**config.mk**
```make
export PLATFORM = sky130hd
export DESIGN_NAME = window_packer_49
export DESIGN_NICKNAME = d
export VERILOG_FILES = /design/src/rtl/adder_tree_pkg.sv /design/src/rtl/packer_accum.sv /design/src/rtl/window_packer_49.sv
export SDC_FILE = /design/constraint.sdc
export NUM_CORES = 2
export LEC_CHECK = 0
export ABC_CLOCK_PERIOD_IN_PS = 3500
export CORE_AREA = 2 2 634 636
export CTS_CLUSTER_SIZE = 16
export DETAILED_ROUTE_END_ITERATION = 10
export DIE_AREA = 0 0 636 638
export PLACE_DENSITY = 0.3
export SLEW_MARGIN = 20
export SYNTH_ARGS = -nofsm -noshare
export SYNTH_HDL_FRONTEND = slang
export SYNTH_SLANG_ARGS = --single-unit
export TNS_END_PERCENT = 1
```
**constraint.sdc**
```tcl
create_clock -name clk -period 3.5 [get_ports clk]
set_clock_uncertainty 0.15 [all_clocks]
set_input_delay 0.35 -clock clk [delete_from_list [all_inputs] [get_ports clk]]
set_output_delay 0.35 -clock clk [all_outputs]
set_load 0.005 [all_outputs]
```
**src/rtl/adder_tree_pkg.sv**
```systemverilog
// Shared types and constants for the window packer and the adder tree it feeds.
// Holds the default window geometry, the Q16.16 / Q22.16 fixed-point types
// and the packer state encoding.
package adder_tree_pkg;

  // Default window geometry: 49 Q16.16 words, summed into a Q22.16 result.
  localparam int N_TAPS = 49;
  localparam int DATA_W = 32;
  localparam int SUM_W  = 38;

  // Word counter width; must be able to hold N_TAPS-1.
  localparam int CNT_W  = 6;

  // Signed fixed-point views of one input word and of the full window sum.
  typedef logic signed [DATA_W-1:0] q16_16_t;
  typedef logic signed [SUM_W-1:0]  q22_16_t;

  // FILL collects words; HOLD presents a complete window downstream.
  typedef enum logic {
    ST_FILL = 1'b0,
    ST_HOLD = 1'b1
  } state_t;

endpackage : adder_tree_pkg

```
**src/rtl/packer_accum.sv**
```systemverilog
// Running sum of accepted window words.
// Each word is sign-extended from DATA_W to SUM_W bits before it is added,
// so the sum of 49 full-scale Q16.16 words cannot overflow. clr restarts
// the sum for a new window; rst has the same effect.
module packer_accum
  import adder_tree_pkg::*;
#(
  parameter int DATA_W = 32,
  parameter int SUM_W  = 38
) (
  input  logic              clk,
  input  logic              rst,
  input  logic              clr,
  input  logic              add_en,
  input  logic [DATA_W-1:0] data,
  output logic [SUM_W-1:0]  sum
);

  logic [SUM_W-1:0] sum_reg;
  logic [SUM_W-1:0] data_ext;

  // Sign-extend the incoming word to the accumulator width.
  assign data_ext = {{(SUM_W - DATA_W){data[DATA_W-1]}}, data};

  // Accumulate accepted words; restart on reset or window restart.
  always_ff @(posedge clk) begin
    if (rst || clr) begin
      sum_reg <= '0;
    end else if (add_en) begin
      sum_reg <= sum_reg + data_ext;
    end
  end

  assign sum = sum_reg;

endmodule : packer_accum

```
**src/rtl/window_packer_49.sv**
```systemverilog
// Serial-to-parallel window packer for the 49-input adder tree.
// Collects N_TAPS Q16.16 words from a valid/ready stream into a flat vector
// and presents it with out_valid until the consumer acknowledges it.
// Optional feature: define PACKER_REF_SUM_EN to add a ref_sum output that
// carries the exact Q22.16 sum of the held window (for cross-checking the
// adder tree).
module window_packer_49
  import adder_tree_pkg::*;
#(
  parameter int N_TAPS = 49,
  parameter int DATA_W = 32
) (
  input  logic                     clk,
  input  logic                     rst,
  input  logic                     clear,
  input  logic                     s_valid,
  output logic                     s_ready,
  input  logic [DATA_W-1:0]        s_data,
  output logic [N_TAPS*DATA_W-1:0] in_flat,
  output logic                     out_valid,
  input  logic                     out_ready
`ifdef PACKER_REF_SUM_EN
  ,
  output logic [SUM_W-1:0]         ref_sum
`endif
);

  state_t           state_reg;
  logic [CNT_W-1:0] cnt_reg;
  logic             out_valid_reg;
  logic             s_ready_reg;

  logic accept;
  logic last_word;
  logic hold_done;

  // A word is taken only while filling and never in a clearing cycle.
  assign accept    = s_valid && s_ready_reg && !clear && (state_reg == ST_FILL);
  assign last_word = (cnt_reg == CNT_W'(N_TAPS - 1));
  assign hold_done = (state_reg == ST_HOLD) && out_valid_reg && out_ready;

  // Window sequencing: FILL counts accepted words, HOLD waits for the consumer.
  always_ff @(posedge clk) begin
    if (rst) begin
      state_reg     <= ST_FILL;
      cnt_reg       <= '0;
      out_valid_reg <= 1'b0;
      s_ready_reg   <= 1'b1;
    end else if (clear) begin
      state_reg     <= ST_FILL;
      cnt_reg       <= '0;
      out_valid_reg <= 1'b0;
      s_ready_reg   <= 1'b1;
    end else begin
      case (state_reg)
        ST_FILL: begin
          if (accept) begin
            if (last_word) begin
              cnt_reg       <= '0;
              state_reg     <= ST_HOLD;
              out_valid_reg <= 1'b1;
              s_ready_reg   <= 1'b0;
            end else begin
              cnt_reg <= cnt_reg + CNT_W'(1);
            end
          end
        end
        ST_HOLD: begin
          if (hold_done) begin
            state_reg     <= ST_FILL;
            out_valid_reg <= 1'b0;
            s_ready_reg   <= 1'b1;
          end
        end
        default: begin
          state_reg     <= ST_FILL;
          cnt_reg       <= '0;
          out_valid_reg <= 1'b0;
          s_ready_reg   <= 1'b1;
        end
      endcase
    end
  end

  assign out_valid = out_valid_reg;
  assign s_ready   = s_ready_reg;

  // One register per slot. Slots keep their previous contents until the
  // new window overwrites them; out_valid is what qualifies in_flat.
  for (genvar gi = 0; gi < N_TAPS; gi++) begin : g_slot
    logic [DATA_W-1:0] slot_reg;

    // Capture the accepted word into the slot addressed by the counter.
    always_ff @(posedge clk) begin
      if (rst) begin
        slot_reg <= '0;
      end else if (accept && (cnt_reg == CNT_W'(gi))) begin
        slot_reg <= s_data;
      end
    end

    assign in_flat[gi*DATA_W +: DATA_W] = slot_reg;
  end

`ifdef PACKER_REF_SUM_EN
  logic accum_clr;

  // Restart the running sum on clear and when a held window is handed off.
  assign accum_clr = clear || hold_done;

  packer_accum #(
    .DATA_W (DATA_W),
    .SUM_W  (SUM_W)
  ) u_accum (
    .clk    (clk),
    .rst    (rst),
    .clr    (accum_clr),
    .add_en (accept),
    .data   (s_data),
    .sum    (ref_sum)
  );
`endif

endmodule : window_packer_49

```
### After elaboration in Yosys (flattened, before gate mapping)

Index checks and enable logic that the tools add are counted.

* output and inout bits: 1570
* register bits after elaboration: 1577
* word-level logic and storage cells: 178

* bitwise operators: 1
* mux-type cells: 13
* reduce and logical (&&, ||, !) cells: 59
* equal/unequal tests: 51
* add/subtract/negate cells: 1

Operator list (number)
* 6-bit == test (second input constant): 17
* 6-bit by 5-bit == test with 1-bit output (second input constant): 16
* 1-bit logical AND: 54
* 6-bit by 4-bit == test with 1-bit output (second input constant): 8
* 6-bit by 3-bit == test with 1-bit output (second input constant): 4
* 6-bit by 2-bit == test with 1-bit output (second input constant): 2
* 1-bit two-way mux: 9
* 6-bit by 1-bit adder with 6-bit output (second input constant): 1
* 6-bit by 1-bit == test with 1-bit output (second input constant): 1
* 6-bit zero test: 1
* 6-bit two-way mux: 1
* 1-bit case mux with 2 select lines: 3
* 2-bit inequality test (second input constant): 2
* 3-bit AND reduction: 1
* 2-bit by 1-bit inequality test with 1-bit output (second input constant): 1
* 2-bit AND reduction: 1
* 2-bit OR reduction: 1
* 1-bit zero test: 1
* 1-bit inverter: 1

### Longest topological paths before layout

* depth after elaboration: 5
* depth in mapped cells: 8
* mapped depth without buffers: 6

### Worst setup path before layout

OpenSTA, ideal clock, no wires.

* kind: register -> register
* from: register cnt_reg[0]
* to: register g_slot[34].slot_reg[10]
* data arrival time: 1.888 ns
* stages on the path, launching flop included: 9
* buffers on the path: 2
* setup slack: 1.330 ns
* period minus slack after synthesis: 2.170 ns
* data required time: 3.218 ns
* library setup time: 0.132 ns
* cell sequence: dfxtp_1 > inv_1 > ha_1 > or3b_1 > or3_1 > clkbuf_1 > clkbuf_1 > nand2_1 > a21oi_1

* longest elaborated chain between the ends: 2

RTL lines
* from (decl): line window_packer_49.sv:29 `logic [CNT_W-1:0] cnt_reg;`
* from (signal assigned): line window_packer_49.sv:64 `cnt_reg <= cnt_reg + CNT_W'(1);`
* 6-bit == test: line window_packer_49.sv:97 `end else if (accept && (cnt_reg == CNT_W'(gi))) begin`
* 1-bit logical AND: line window_packer_49.sv:97
* to (signal assigned): line window_packer_49.sv:98 `slot_reg <= s_data;`
* to (decl): line window_packer_49.sv:91 `logic [DATA_W-1:0] slot_reg;`

No other way between the ends.
A chain may end at the register's enable or synchronous reset.

### Worst setup path in the final report

* from: register cnt_reg[0]
* to: register g_slot[32].slot_reg[19]

* longest elaborated chain between the ends: 2

RTL lines (line)
* 6-bit == test: window_packer_49.sv:97
* 1-bit logical AND: window_packer_49.sv:97
* to (signal assigned): window_packer_49.sv:98
* to (decl): window_packer_49.sv:91

No other way between the ends.

==> reports/results.txt <==
Worst path top cell family by delay -> simple AND/OR/NAND/NOR gates
Ys async rst share -> 0%
Number of synthesized flops with an enable pin -> 0
Placed Area -> 0.0783 mm^2
Mux cell area share after synthesis -> 0%
Top post-synthesis cells by count -> 3146 x nand2_1, 1577 x dfxtp_1, 1575 x a21oi_1
First-pass GRT wire length -> 516000 um
Number of global-route vias before repair -> 52132
Synth area leader -> dfxtp_1
Synth Cell Area -> 0.0553 mm^2
Final period utilization -> 79.1%
Reg2Reg Depth -> 7
Post-synthesis cell type count -> 34
Max-cap viol count -> 0
Deepest clock path buffer count -> 4
Synth warnings -> 0
Initial antenna violation count -> 32
Final setup viols -> 0
CTS buffer count -> 206
Sequential share of the synthesized area -> 57.1%
CP max FO -> 32
Clock slew at reported path FFs -> 70 ps
Hold path startpoint -> s_data[24]
Vias -> 54931
Largest net degree at the start of global routing -> 128
Antenna-violating nets left -> 0
Top-count cell post-synth -> nand2_1
Drt drc -> 0
Critical Path Max Stage Delay -> 630 ps
GRT Util Overall -> 18.7%
Worst r2r src -> cnt_reg[0]
Crit-path slowest cell -> or3b_1
Tightest Pin Transition -> 1090 ps
Synth top area cells -> dfxtp_1 57%, nand2_1 21%, a21oi_1 14%, clkbuf_1 3.4%, buf_2 1.5%
VDD IR max -> 398 uV
Die width -> 636 um
Syn_nets -> 7174
Placement Setup Slack -> 317 ps
Hold Path Sink -> g_slot[34].slot_reg[24]
Post-CTS Resized -> 0
Nets -> 8562
Worst hold stages -> 4
Final hold vios -> 0
I/O pins -> 1607
Wire length per cell -> 28.4 um
Syn_area_per_cell -> 7.75 um^2
Synthesized flop and latch total -> 1577
CTS tree -> yes
Worst setup SP type -> flip-flop
TNS Setup -> 0 ps
Clock Sink Count -> 1577
Clk root buf -> clkbuf_16
Complex-gate fraction of the synthesized area -> 14.3%
WS Path Type -> reg -> reg
Placer's final routability congestion estimate -> 0.791
WP buf/inv -> 2
Crit-path cells -> inv_1, ha_1, or3b_1, or3_2, buf_4, nand2_1, a21oi_1
Slew Viols, Final -> 0
Slew headroom -> 27.4%
1st-iter DRT viols -> 4256
Cell row count -> 232
Post-Synth XOR/XNOR Area -> 0.0158%
Setup WS post-layout -> 731 ps
Die area -> 0.406 mm^2
R2r endpoint -> g_slot[32].slot_reg[19]
Area share of fa/ha/maj cells after synthesis -> 0.0906%
Synth Instances -> 7133
Outcome -> complete, no violations
Power per cell area -> 482 mW/mm^2
Core area -> 0.399 mm^2
Die H -> 638 um
CP Capture Type -> flip-flop
Synth Flop Type -> dfxtp_1
Leakage -> 0.0266 uW
DR pass1 iterations -> 5
Initial Util -> 13.9%
RSZ-0062 raised after global routing -> false
Via density per instance -> 3.93
Worst R2R Setup Slack -> 730 ps
Yosys top cell area share -> 57.1%
Final worst path period need -> 2770 ps
Layout Utilization -> 21.4%
Grt ovf -> 0
Depth of the CTS H-tree -> 4
Post-synthesis simple-gate area fraction -> 23.4%
Worst EP arrival -> 3310 ps
Main combinational cell family by area after synthesis -> simple AND/OR/NAND/NOR gates
Detailed Route WL -> 396000 um
Design area -> 0.0853 mm^2
Detailed Place HPWL -> 265000 um
Clk_lat worst skew -> 900 ps
Fmax -> 361 MHz
Area Growth Syn to Fin -> 54.4%
Max reg flops -> 1568
Layout cell share with drive strength beyond 1 -> 7.49%
I/O Buffers -> 1606
Min-delay worst type -> in -> reg
Crit path required time -> 4050 ps
## kinds of logic (layout without fill, tap and decap cells)
kind of cell / Yosys count / after routing
AOI/OAI and AO/OA: 1580 / 1580
xor gates and xnor gates: 1 / 1
adders and majority gates: 4 / 4
buffers and inverters: 678 / 2226
DFF: 1577 / 1577
other: 0 / 14
and+or+nand+nor: 3293 / 3293
## power breakdown
part / internal [uW] / switching, uW
clock: 12300 / 9110
combinational: 301 / 1360
sequential: 18000 / 12.2
total: 30600 / 10500
## worst min-delay path: stages
cell and delay [ps]:
dlygate4sd3_1 540, buf_4 150, nand2_1 50, a21oi_1 50
## layout make-up
type | instances | area [um^2]
antenna | 14 | 35.0
clock buffer | 313 | 6080
clock inverter | 55 | 614
fill | 43746 | 313000
inverter | 2 | 7.51
multi-input combinational | 4878 | 21400
sequential | 1577 | 31600
tap | 5265 | 6590
timing repair buffer | 1856 | 19100
## per-stage QoR
stage          cells  total power, uW  hold slack, ps
2_1_floorplan   7133            18900             303
3_3_place_gp   13544            20100             291
3_5_place_dp   13544            20100             295
4_1_cts        13946            42000            72.4
5_1_grt        13950            42500             138
6_report       13960            41100             187
## worst max path at each step
| stage | depth (start not counted) | startpoint | slack, ps | to |
|---|---|---|---|---|
| floorplan | 8 | cnt_reg[0] | 1330 | g_slot[34].slot_reg[10] |
| CTS | 1 | g_slot[27].slot_reg[31] | 610 | in_flat[895] |
| finish | 7 | cnt_reg[0] | 730 | g_slot[32].slot_reg[19] |
| global placement | 7 | clear | 330 | g_slot[2].slot_reg[13] |
| global route | 7 | cnt_reg[0] | 520 | g_slot[3].slot_reg[6] |
| detailed placement | 7 | clear | 320 | g_slot[2].slot_reg[22] |
## routing by layer
layer | wire [um] | track usage [%]
met5 | 34 | 0
met3 | 24000 | 4.09
met4 | 17900 | 7.49
met1 | 151000 | 20.9
met2 | 203000 | 34.1
## cell usage in the layout, fill, tap and decap left out, types with 2 or more instances in the layout
master,Yosys,layout
or3_2,0,5
nand3b_1,8,8
clkinv_4,0,3
clkbuf_1,501,56
nor2_1,5,4
nand3_2,0,23
or3b_1,3,3
clkdlybuf4s50_1,0,1573
dfxtp_1,1577,1577
a21oi_1,1575,1575
or3_1,14,9
nor2b_2,0,2
clkbuf_8,0,50
inv_16,0,4
nand2b_2,0,2
inv_6,0,3
buf_4,5,159
bufinv_16,0,5
nand3_1,42,17
nor3_4,9,47
clkinv_16,0,4
o21ai_0,2,2
dlygate4sd3_1,0,34
diode_2,0,14
nand3_4,0,2
and3b_1,8,8
clkinvlp_4,0,8
nand2_1,3146,3146
inv_1,2,2
or2_2,1,2
and3_1,6,6
clkinv_2,0,27
ha_1,4,4
clkbuf_16,0,207
buf_12,0,89
## repair_timing
action	4_1_cts	5_1_grt
endpoints found under the hold margin	868	0
setup buffers	0	0
hold buffers	34	0
Note: power is estimated with default switching activity, not from simulation.
